## config.mk

```make
export PLATFORM = sky130hd
export DESIGN_NAME = updown_counter_lim
export DESIGN_NICKNAME = d
export VERILOG_FILES = /design/src/rtl/updown_counter_lim.sv
export SDC_FILE = /design/constraint.sdc
export NUM_CORES = 1
export LEC_CHECK = 0
export CORE_ASPECT_RATIO = 0.8
export CORE_MARGIN = 2
export CORE_UTILIZATION = 57
export CTS_BUF_LIST = sky130_fd_sc_hd__clkbuf_8 sky130_fd_sc_hd__clkbuf_16
export DETAILED_ROUTE_END_ITERATION = 8
export GPL_TIMING_DRIVEN = 0
export PLACE_DENSITY = 0.92
export SLEW_MARGIN = 20
export SYNTH_ARGS = -nofsm -noshare
export SYNTH_HDL_FRONTEND = slang
export SYNTH_SLANG_ARGS = --single-unit
```

## constraint.sdc

```tcl
create_clock -name clk -period 6.7 [get_ports clk]
set_input_delay 1.34 -clock clk [delete_from_list [all_inputs] [get_ports clk]]
set_output_delay 1.34 -clock clk [all_outputs]
set_load 0.03 [all_outputs]
```

## src/rtl/updown_counter_lim.sv

```systemverilog
// Up/down counter with a programmable step, inclusive lo/hi limits, wrap or saturate, and sticky ovf/unf flags.
// Latency: one clock from the inputs to count/evt/ovf/unf; cfg_err is combinational.
// Backpressure: none; the counter takes its inputs on every edge and has no stall.
module updown_counter_lim #(
  parameter int              WIDTH     = 8,
  parameter int              STEP_W    = 4,
  parameter logic [WIDTH-1:0] RESET_VAL = '0
) (
  input  logic              clk,
  input  logic              rst,
  input  logic              enable,
  input  logic              up_down,
  input  logic              load,
  input  logic [WIDTH-1:0]  data_in,
  input  logic [STEP_W-1:0] step,
  input  logic [WIDTH-1:0]  lim_lo,
  input  logic [WIDTH-1:0]  lim_hi,
  input  logic              sat_mode,
  input  logic              clr_flags,
  output logic [WIDTH-1:0]  count,
  output logic              evt,
  output logic              ovf,
  output logic              unf,
  output logic              cfg_err
);

  // One extra bit over the wider of count and step, so that neither
  // count+step nor lim_lo+step can wrap before it is compared.
  localparam int AW = ((STEP_W > WIDTH) ? STEP_W : WIDTH) + 1;

  logic [AW-1:0]    cnt_x;
  logic [AW-1:0]    step_x;
  logic [AW-1:0]    lo_x;
  logic [AW-1:0]    hi_x;
  logic [AW-1:0]    sum_x;
  logic [AW-1:0]    diff_x;
  logic [AW-1:0]    floor_x;
  logic [WIDTH-1:0] nxt_count;
  logic             hit_ovf;
  logic             hit_unf;

  assign cfg_err = (lim_lo > lim_hi);

  assign cnt_x   = AW'(count);
  assign step_x  = AW'(step);
  assign lo_x    = AW'(lim_lo);
  assign hi_x    = AW'(lim_hi);
  assign sum_x   = cnt_x + step_x;
  assign diff_x  = cnt_x - step_x;
  assign floor_x = lo_x + step_x;

  // Next count and boundary detection. A load, an inverted limit pair and a
  // zero step all leave the count to the load or hold path with no event.
  always_comb begin
    nxt_count = count;
    hit_ovf   = 1'b0;
    hit_unf   = 1'b0;
    if (!load && enable && !cfg_err && (step != '0)) begin
      if (up_down) begin
        if (sum_x > hi_x) begin
          hit_ovf   = 1'b1;
          nxt_count = sat_mode ? lim_hi : lim_lo;
        end else begin
          nxt_count = sum_x[WIDTH-1:0];
        end
      end else begin
        if (cnt_x < floor_x) begin
          hit_unf   = 1'b1;
          nxt_count = sat_mode ? lim_lo : lim_hi;
        end else begin
          nxt_count = diff_x[WIDTH-1:0];
        end
      end
    end
  end

  // Count, event pulse and sticky flags; a new event beats a same-edge clear.
  always_ff @(posedge clk or posedge rst) begin
    if (rst) begin
      count <= RESET_VAL;
      evt   <= 1'b0;
      ovf   <= 1'b0;
      unf   <= 1'b0;
    end else begin
      count <= load ? data_in : nxt_count;
      evt   <= hit_ovf | hit_unf;
      ovf   <= hit_ovf | (ovf & ~clr_flags);
      unf   <= hit_unf | (unf & ~clr_flags);
    end
  end

endmodule

```

Word level (Yosys, flattened, before mapping)
Index checks and enable logic that the tools add are counted.
Widths: inputs -> output; s select.
- add/subtract/negate cells: 3
- order comparisons: 3
- muxes and demuxes: 13
- bitwise gates (word level): 6
- reductions and logical operators: 7
- operator list (kind ; number):
    $mux 8 ; 7
    $add 8x4->9 ; 2
    $gt 9x8->1 ; 1
    $lt 8x9->1 ; 1
    $gt 8x8->1 ; 1
    $sub 8x4->8 ; 1
    $mux 1 ; 6
    $reduce_bool 4->1 ; 1
    $logic_and 1x1->1 ; 3
    $or 1x1->1 ; 3
    $and 1x1->1 ; 2
    $logic_not 1->1 ; 2
    $reduce_bool 2->1 ; 1
    $not 1->1 ; 1
- register bits: 11
- input port bits: 35
- output and inout bits: 12
- logic and storage cells: 36

Logic depth before layout (Yosys ltp)
- word-level depth: 6
- mapped depth: 14
- depth with buffers taken out: 13

Least setup slack after synthesis
OpenSTA, ideal clock, no wires.
- path kind: input -> register
- start: input port step[2]
- end: register count[2]
- setup time: 137 ps
- arrival time: 4046 ps
- required time: 6563 ps
- slack: 2516 ps
- stages on the path: 14
- path buffers: 1
- cells stage by stage: inv_1 > ha_1 > buf_6 > or3b_4 > a31oi_2 > o21ai_1 > xnor2_2 > ha_1 > nand4_1 > or2_4 > a32oi_4 > a21oi_2 > a2111oi_2 > nor3_1
- cells in the longest elaborated chain, start to end: 6
- elaborated cells between the ends (all ways): 13
- classes of those cells: 3 x add/sub; 2 x order compare; 5 x mux; 3 x reduce/logical
- RTL lines (what ; line ; source):
    start, declared ; 15 ; input logic [STEP_W-1:0] step,
    $add 8x4->9 (on tied branches) ; 50, 48 ;
    $lt 8x9->1 / $gt 9x8->1 (equally long branches) ; 67, 60 ;
    $mux 8 (on tied branches) ; 67, 60 ;
    $mux 8 ; 59 ; if (up_down) begin
    $mux 8 ; 58 ; if (!load && enable && !cfg_err && (step != '0)) begin
    $mux 8 ; 85 ; count <= load ? data_in : nxt_count;
    end signal, assigned ; 85 ;
    end, declared ; 20 ; output logic [WIDTH-1:0] count,
Several ways; a longest one is shown, not always the timed one. The select of a mux whose other input is x is not followed.
A chain may end at the register's enable or synchronous reset.

Worst setup path after layout
- start: input port step[1]
- end: register count[2]
Same word-level chain as after synthesis.

==> metrics <==
total power draw=0.550 mW; number of filler cells placed in the layout=295; Register-to-Register Path Depth=13; WL per Instance=roughly 18 µm; clk_lat worst skew=between 0.2 and 0.3 ns; gp weighted congestion=0.992; ANT cells=0; clock root buffer=clkbuf_8; Yosys top cell by area=ha_1; post-CTS sizing=0; sequential fraction of the synthesis area=approximately an eighth; Arrival @ worst endpoint=approximately 5.1 ns; Critical Path RT=approximately 6.8 ns; postcts setup bufs=0; via count=roughly 2300; Relative slew margins=about 62%; Critical Path End Type=flop; Max clock buf depth=2; Die ar.=about 0.0044 mm²; top_reg_cell synth=dfrtp_1; number of synthesized flops with an enable pin=0; share of the synthesized area in the top cell type=19.6%; CTS tree=built; global-route wire length before repair=between 10000 and 15000 µm; RSZ-0062 raised after global routing=false; hold-fix buffer count after cts=0; final worst path period share=about three quarters; io pins=between 40 and 50; minimum clock period=a little under 5 ns; Detail Route Antenna Nets=0; FMAX=201 MHz; reg2reg setup slack=around 3 ns; # port buffers=44; max_cap viols=0; post-synthesis net count=~330; share of cells above drive strength 1=a little under a tenth; startpoint types=primary input; worst r2r src=count[2]$_DFFE_PP0P_; Worst Hold Launch=unf$_DFF_PP0_; dpl hpwl=approximately 5500 µm; largest net degree at the start of global routing=12; ys async rst share=100%; FF+latch area=roughly 280 µm²; count leader, synth=ha_1; DP Cell Count=about 360; final setup skew=roughly 0.0016 ns; library cells used by synthesis=just under 60; drt drc=0; worst-path maximum fanout=7; hold path cells=2; Cell Pwr Density=197 mW/mm²; Peak VDD IR=roughly 110 µV; synthesis warning total=0; P&R area growth vs syn=24.8%; Die H=around 60 µm; NumNets Final=around 380; Cell Area, Synth=between 0.002 and 0.0025 mm²; gr ovfl total=0; cells after synthesis=between 200 and 300; flops & latches, synth=11; initial DRC count=~150; FP Rows=20; Worst Hold Class=flop to flop; Final Max Tran Viols=0; syn avg cell area=between 8 and 9 µm²; Sum Neg Setup Slack=0 ns; vias in the first global route=2213; Critical R2R Capture=count[2]$_DFFE_PP0P_; Commonest cells post-synth=ha_1 (35), inv_1 (20), a21oi_1 (18); status=completed; worst-margin pin slew=approximately 0.55 ns; initial antenna violation count=0; chip width=roughly 74 µm; total track usage=between 30% and 40%; Fin. Hold Viols=0; fin cells=363; starting density of the core=approximately three fifths; Final Setup Violations=0; CTS Buf Count=3; top cells by area, synth=ha_1 (20%), dfrtp_1 (12%), mux2i_1 (4.5%); htree depth=1; DR pass1 iterations=4; area of the multi-input gates=approximately 0.0018 mm²; Worst Hold End=unf$_DFF_PP0_; clock-pin slew on the worst setup and hold paths=0.05 ns; DR vias/cell=between 6 and 7; core box area=between 0.003 and 0.004 mm²; final WL=about 6600 µm; Leak=between 1 and 1.5 nW; # clock sinks=11; crit path kind=primary input to flop
## cell type report
class	instances	share of cell area [%]
multi-input cells	219	64.9
repair buffers	44	15.8
clock inverters	1	0.135
clock buffers	3	1.48
flip-flops and latches	11	9.87
inverters	21	2.83
plain buffers	9	2.51
well taps	55	2.47
## per-layer routing
metal,vias up,share of wire (%),wire length (µm),track usage [%]
li1,1082,-,-,-
met1,1100,40,2660,40.7
met2,150,47,3080,52.6
met3,16,11,753,9.95
met4,0,1.8,119,7.27
met5,-,0,0,0
## report_power, final
part	total [mW]	internal, mW	switching (mW)
logic	0.387	0.168	0.219
clock network	0.0691	0.0405	0.0286
registers	0.0942	0.0757	0.0185
total	0.550	0.284	0.266
## layout by cell type (no fill, tap or decap), types with 6 or more instances in the layout
master / count
a21o_1: 6
nand3_1: 8
xnor2_1: 7
a31oi_1: 7
and3_1: 6
mux2i_1: 10
ha_1: 35
xor2_1: 7
o21ai_0: 11
o21ai_1: 6
nand2b_1: 8
inv_1: 21
o211ai_1: 6
nand2_1: 16
dfrtp_1: 11
a21oi_1: 18
clkdlybuf4s50_1: 44
## state kept, by name, summed over array words and instances, names as in the netlist
name   count
evt        1
unf        1
ovf        1
count      8
## critical path: stages
cell and delay, ns:
clkdlybuf4s50_1 0.71, inv_1 0.08, ha_1 0.34, or3b_4 0.41
a31oi_2 0.27, o21ai_1 0.15, xnor2_2 0.17, ha_1 0.37
nand4_1 0.11, or2_4 0.27, a32oi_4 0.28, a21oi_2 0.11
a2111oi_2 0.36, nor3_1 0.09
## cell families (layout without fill, tap and decap cells)
family	after synthesis	after routing	share of synthesized area [%]
xor+xnor	16	16	6.94
simple gates	67	67	18.1
mux	10	10	4.48
compound gates	88	88	29.2
fa+ha+maj	38	38	22.3
flops	11	11	12.3
buf+inv	30	78	6.66
## through the flow
stage	util (%)	worst slack, ns	hold WS, ns	cell area, µm²
floorplan	-	2.52	0.665	2230
global placement	72.6	1.60	0.518	2740
detailed placement	72.6	1.52	0.519	2740
CTS	73.8	1.76	0.527	2790
global route	73.8	1.52	0.556	2790
finish	73.8	1.73	0.525	2790
## worst max path at each step
stage | startpoint | end | slack [ns] | cells after the start
final | step[1] | count[2]$_DFFE_PP0P_ | 1.73 | 14
after CTS | step[1] | count[2]$_DFFE_PP0P_ | 1.76 | 14
after global placement | step[1] | count[2]$_DFFE_PP0P_ | 1.60 | 14
after floorplan | step[2] | count[2]$_DFFE_PP0P_ | 2.52 | 14
after detailed placement | step[1] | count[2]$_DFFE_PP0P_ | 1.52 | 14
after global routing | step[1] | count[2]$_DFFE_PP0P_ | 1.52 | 14
No activity file was read; power rests on OpenSTA's default activity.
==> RTL change 1, RTL diff (same settings) <==
Make the reset (`rst`) synchronous in one clocked block.
--- a/src/rtl/updown_counter_lim.sv
+++ b/src/rtl/updown_counter_lim.sv
@@ -77,3 +77,3 @@
   // Count, event pulse and sticky flags; a new event beats a same-edge clear.
-  always_ff @(posedge clk or posedge rst) begin
+  always_ff @(posedge clk) begin
     if (rst) begin
Function: differs if rst is asserted again (counterexample within 4 cycles, from zero or initial values and one cycle with rst high); with rst held inactive, the same outputs for 10 cycles.
==> RTL change 1 against the original RTL <==
Count of clock-buffer cells in the layout unchanged. Total power decreased by 27%. Register-to-register slack got worse by 0.19 ns. Design area grew 2.9%. Clock power shrank 3%. Area after synthesis increased by 3.6%. Worst setup slack got worse by 0.21 ns. Hold slack got worse by 0.054 ns. Sequential cell count unchanged. Highest routed layer unchanged. Critical endpoint is now count[7]. Routed wire length up 11%.
==> RTL change 1: results (changes against the original RTL) <==
- The start of the worst register-to-register path is count[1] (was count[2]).
- The complex-gate fraction of the synthesized area was 0.291 (was 0.292).
- The endpoint of the lowest-slack register-to-register path was count[7] (was count[2]).
- The worst-case reg-to-reg path depth was 12 (was 13).
- The hold path endpoint is unf (unchanged).
- The met1 global-route usage came to 0.442 (was 0.407).
- The leakage power is 1.24 nW (about the same).
- The total of plain and repair buffers excluding clock buffers came to 55 (was 53).
- The via density per instance is 6.29 (was 6.47).
- The xor/xnor cell area share of the yosys netlist came to 0.0454 (was 0.0694).
- The worst-case vdd ir drop is 0.0000872 V (was 0.000112 V).
- The final RePlAce weighted congestion is 0.965 (was 0.992).
- The global-route met2 utilization is 0.560 (was 0.526).
- The pin slew with the least headroom to its limit is 0.604 ns (was 0.553 ns).
- The initial detailed-routing violation count came to 348 (was 151).
- The detailed-placement wirelength estimate is 5990 um (was 5500 um).
- The maximum number of pins on one net before global-route repair is 11 (was 12).
- The worst hold slack came to 0.471 ns (was 0.525 ns).
- The post-synthesis async set-or-reset flop share is 0 (was 1.00).
- The clock-cell share of area came to 0.0157 (was 0.0162).
- The sequential cell area share was 0.0767 (was 0.0987).
- The net switching power is 0.000180 W (was 0.000266 W).
- The number of global-route vias before repair came to 2352 (was 2213).
- The sequential cell area fraction in the yosys report is 0.0951 (was 0.123).
- The total iterations of the first detailed-routing run was 4 (unchanged).
- The total routing resource utilization after global routing is 0.338 (was 0.318).
- The fill cell instance count of the final layout is 319 (was 295).
- The antenna diode count came to 0 (unchanged).
- The synthesized netlist net count came to 367 (was 333).
- The routing usage on met3 is 0.0917 (was 0.0995).
- The met1 wire length was 3200 um (was 2660 um).
- Leading cell types by total area after synthesis: ha_1 (19%), dfxtp_1 (9.5%), nand2_1 (4.7%), mux2i_1 (4.3%), a21oi_1 (4.1%) (was ha_1 (20%), dfrtp_1 (12%), mux2i_1 (4.5%), a21oi_1 (4.0%), inv_1 (3.4%)).
- The largest driver fanout on the critical path is 8 (was 7).
- The primary flip-flop cell chosen by synthesis mapping was dfxtp_1 (was dfrtp_1).
- The number of combinational gates with multiple inputs is 250 (was 219).
- The area used by multi-input combinational logic was 1960 sq um (was 1810 sq um).
- The fraction of layout instances using a drive strength above 1 came to 0.0702 (was 0.0942).
- The share of cell area taken by muxes after synthesis is 0.0659 (was 0.0448).
- The number of nets in the layout is 416 (was 382).
- The count of inverters other than clock inverters in the layout was 22 (was 21).
- The origin of the worst min-delay path was unf (unchanged).
- The final routed wire length divided by cell count was 18.5 um (was 18.2 um).
- Status: finished clean (unchanged).
- The count of different cell masters after synthesis is 65 (was 59).
- The arrival time of data at the critical path endpoint is 5.32 ns (was 5.08 ns).
- The final-layout non-clock buffer area share came to 0.172 (was 0.183).
- The first-pass GRT wire length is 11500 um (was 10600 um).
- The maximum cell stage delay along the critical path is 0.69 ns (was 0.71 ns).
[RTL change 1: changes by cell type after synthesis, moves of 5 or more]
| cell | change |
|---|---|
| dfrtp_1 | -11 |
| dfxtp_1 | +11 |
| o21ai_1 | -5 |
| nor2_1 | +13 |
| nand2_1 | +13 |
[RTL change 1: metrics by stage]
| step | std cells | setup WS, ns | instance area (sq um) |
|---|---|---|---|
| floorplan | 294 | 2.41 | 2320 |
| global placement | 393 | 1.45 | 2830 |
| detailed placement | 393 | 1.28 | 2830 |
| CTS | 397 | 1.54 | 2870 |
| global route | 397 | 1.32 | 2870 |
| finish | 397 | 1.52 | 2870 |
[RTL change 1: power by group through the flow]
stage | Sequential [W] | Combinational, W | Clock [W]
2_1_floorplan | 0.0000908 | 0.000154 | 0
3_3_place_gp | 0.0000837 | 0.000238 | 0
3_5_place_dp | 0.0000836 | 0.000247 | 0
4_1_cts | 0.0000826 | 0.000249 | 0.0000658
5_1_grt | 0.0000838 | 0.000277 | 0.0000705
6_report | 0.0000828 | 0.000253 | 0.0000671
==> RTL change 2, RTL diff (same flow settings) <==
Made on the original files. `STEP_W`: 4 -> 3.
--- a/src/rtl/updown_counter_lim.sv
+++ b/src/rtl/updown_counter_lim.sv
@@ -5,3 +5,3 @@
   parameter int              WIDTH     = 8,
-  parameter int              STEP_W    = 4,
+  parameter int              STEP_W    = 3,
   parameter logic [WIDTH-1:0] RESET_VAL = '0
Ports: changed (resized step); port bits go from 47 to 46. The function was not compared with the original's and may differ.
==> RTL change 2 against the original RTL <==
First-iteration DRC count fell by 7.9%. Via count fell by 11%. Routed wire length fell by 14%. Design area fell by 7.6%. Worst setup slack got worse by 0.066 ns. Total power fell by 18%. Sequential share of layout area rose by 0.81 points. Area after synthesis fell by 8.8%. Sequential cell count did not move. Critical path type is now input port to output pin. Critical endpoint is now cfg_err.
==> RTL change 2: results (changes against the original RTL) <==
- The share of total power consumed by net switching came to 0.448 (was 0.484).
- The post-detailed-routing wire length was 5680 um (was 6610 um).
- The worst-case vdd ir drop was 0.000130 V (was 0.000112 V).
- Status: finished clean (unchanged).
- The instance area after placement came to 2530 sq um (was 2740 sq um).
- The final instance count without filler cells was 341 (was 363).
- The shortest period the worst path allows is 5.04 ns (was 4.97 ns).
- The leakage power is 1.17 nW (was 1.24 nW).
- The worst max-slew margin expressed relative to the limit is 0.585 (was 0.622).
- The complex-gate fraction of the synthesized area is 0.216 (was 0.292).
- The maximum cell stage delay along the critical path came to 0.60 ns (was 0.71 ns).
- The area share of fa/ha/maj cells after synthesis is 0.226 (was 0.223).
- The total routing resource utilization after global routing was 0.292 (was 0.318).
- The largest driver fanout on the critical path is 5 (was 7).
- The number of nets in the layout came to 369 (was 382).
- The share of cell area taken by muxes after synthesis came to 0.101 (was 0.0448).
- The via count is 2081 (was 2348).
- The worst setup path endpoint is cfg_err (was count[2]).
- The fill cell instance count of the final layout is 259 (was 295).
- The number of global-route vias before repair is 1982 (was 2213).
- The initial detailed-routing violation count was 139 (was 151).
- The total iterations of the first detailed-routing run is 5 (was 4).
- The first-pass GRT wire length is 9310 um (was 10600 um).
- The reg2reg setup slack is 2.87 ns (was 3.08 ns).
- The endpoint of the lowest-slack register-to-register path was count[4] (was count[2]).
- The post-placement setup slack is 1.52 ns (about the same).
- The sequential cell area fraction in the yosys report was 0.135 (was 0.123).
- The count of different cell masters after synthesis is 47 (was 59).
- Leading cell types by total area after synthesis: ha_1 (20%), dfrtp_1 (14%), mux2i_1 (7.4%), nand2_1 (4.8%), xnor2_1 (4.7%) (was ha_1 (20%), dfrtp_1 (12%), mux2i_1 (4.5%), a21oi_1 (4.0%), inv_1 (3.4%)).
- The cell family with the largest share of critical-path delay is buffers and inverters (was compound AO/OA/AOI/OAI gates).
- The fraction of layout instances using a drive strength above 1 was 0.0769 (was 0.0942).
- The synthesized netlist net count is 320 (was 333).
- The start of the worst register-to-register path is count[0] (was count[2]).
==> RTL change 2: changes by cell type in the layout (fill, tap and decap cells not counted), sizes merged, moves of 5 or more <==
cell / delta
a21oi: -10
a31oi: -8
mux2: +5
mux2i: +5
nand2: +11
nand2b: -5
nor2: +10
o221ai: -5
==> RTL change 2: metal layers <==
metal	wire length (um)	track usage	vias up
met5	0	0	-
met4	105	0.0755	0
met3	383	0.0424	17
met2	2710	0.509	93
met1	2480	0.383	973
li1	-	-	998
==> RTL change 2: layout make-up <==
cell class	instances	area share
Buffer	10	0.0204
Clock buffer	3	0.0160
Clock inverter	1	0.00146
Inverter	22	0.0321
Multi-Input combinational cell	208	0.632
Sequential cell	11	0.107
Tap cell	42	0.0204
Timing Repair Buffer	44	0.171
==> RTL change 2: cell families (layout without fill, tap and decap cells) <==
group / count (synthesis) / count (layout)
adders and majority gates: 35 / 35
AOI/OAI and AO/OA: 61 / 61
and+or+nand+nor: 75 / 75
DFF: 11 / 11
muxes: 20 / 20
buffers and inverters: 32 / 80
xor gates and xnor gates: 17 / 17
==> RTL change 2: worst min path at each step <==
stage	startpoint	to	slack (ns)
3_5_place_dp	unf	unf	0.53
4_1_cts	ovf	ovf	0.55
6_report	ovf	ovf	0.54
3_3_place_gp	unf	unf	0.52
2_1_floorplan	unf	unf	0.66
5_1_grt	ovf	ovf	0.57
==> RTL change 2: power by group through the flow <==
stage,sequential (W),clock [W],combinational (W)
2_1_floorplan,0.000102,0,0.000185
3_3_place_gp,0.0000887,0,0.000279
3_5_place_dp,0.0000893,0,0.000291
4_1_cts,0.0000882,0.0000667,0.000293
5_1_grt,0.0000896,0.0000695,0.000324
6_report,0.0000890,0.0000684,0.000296
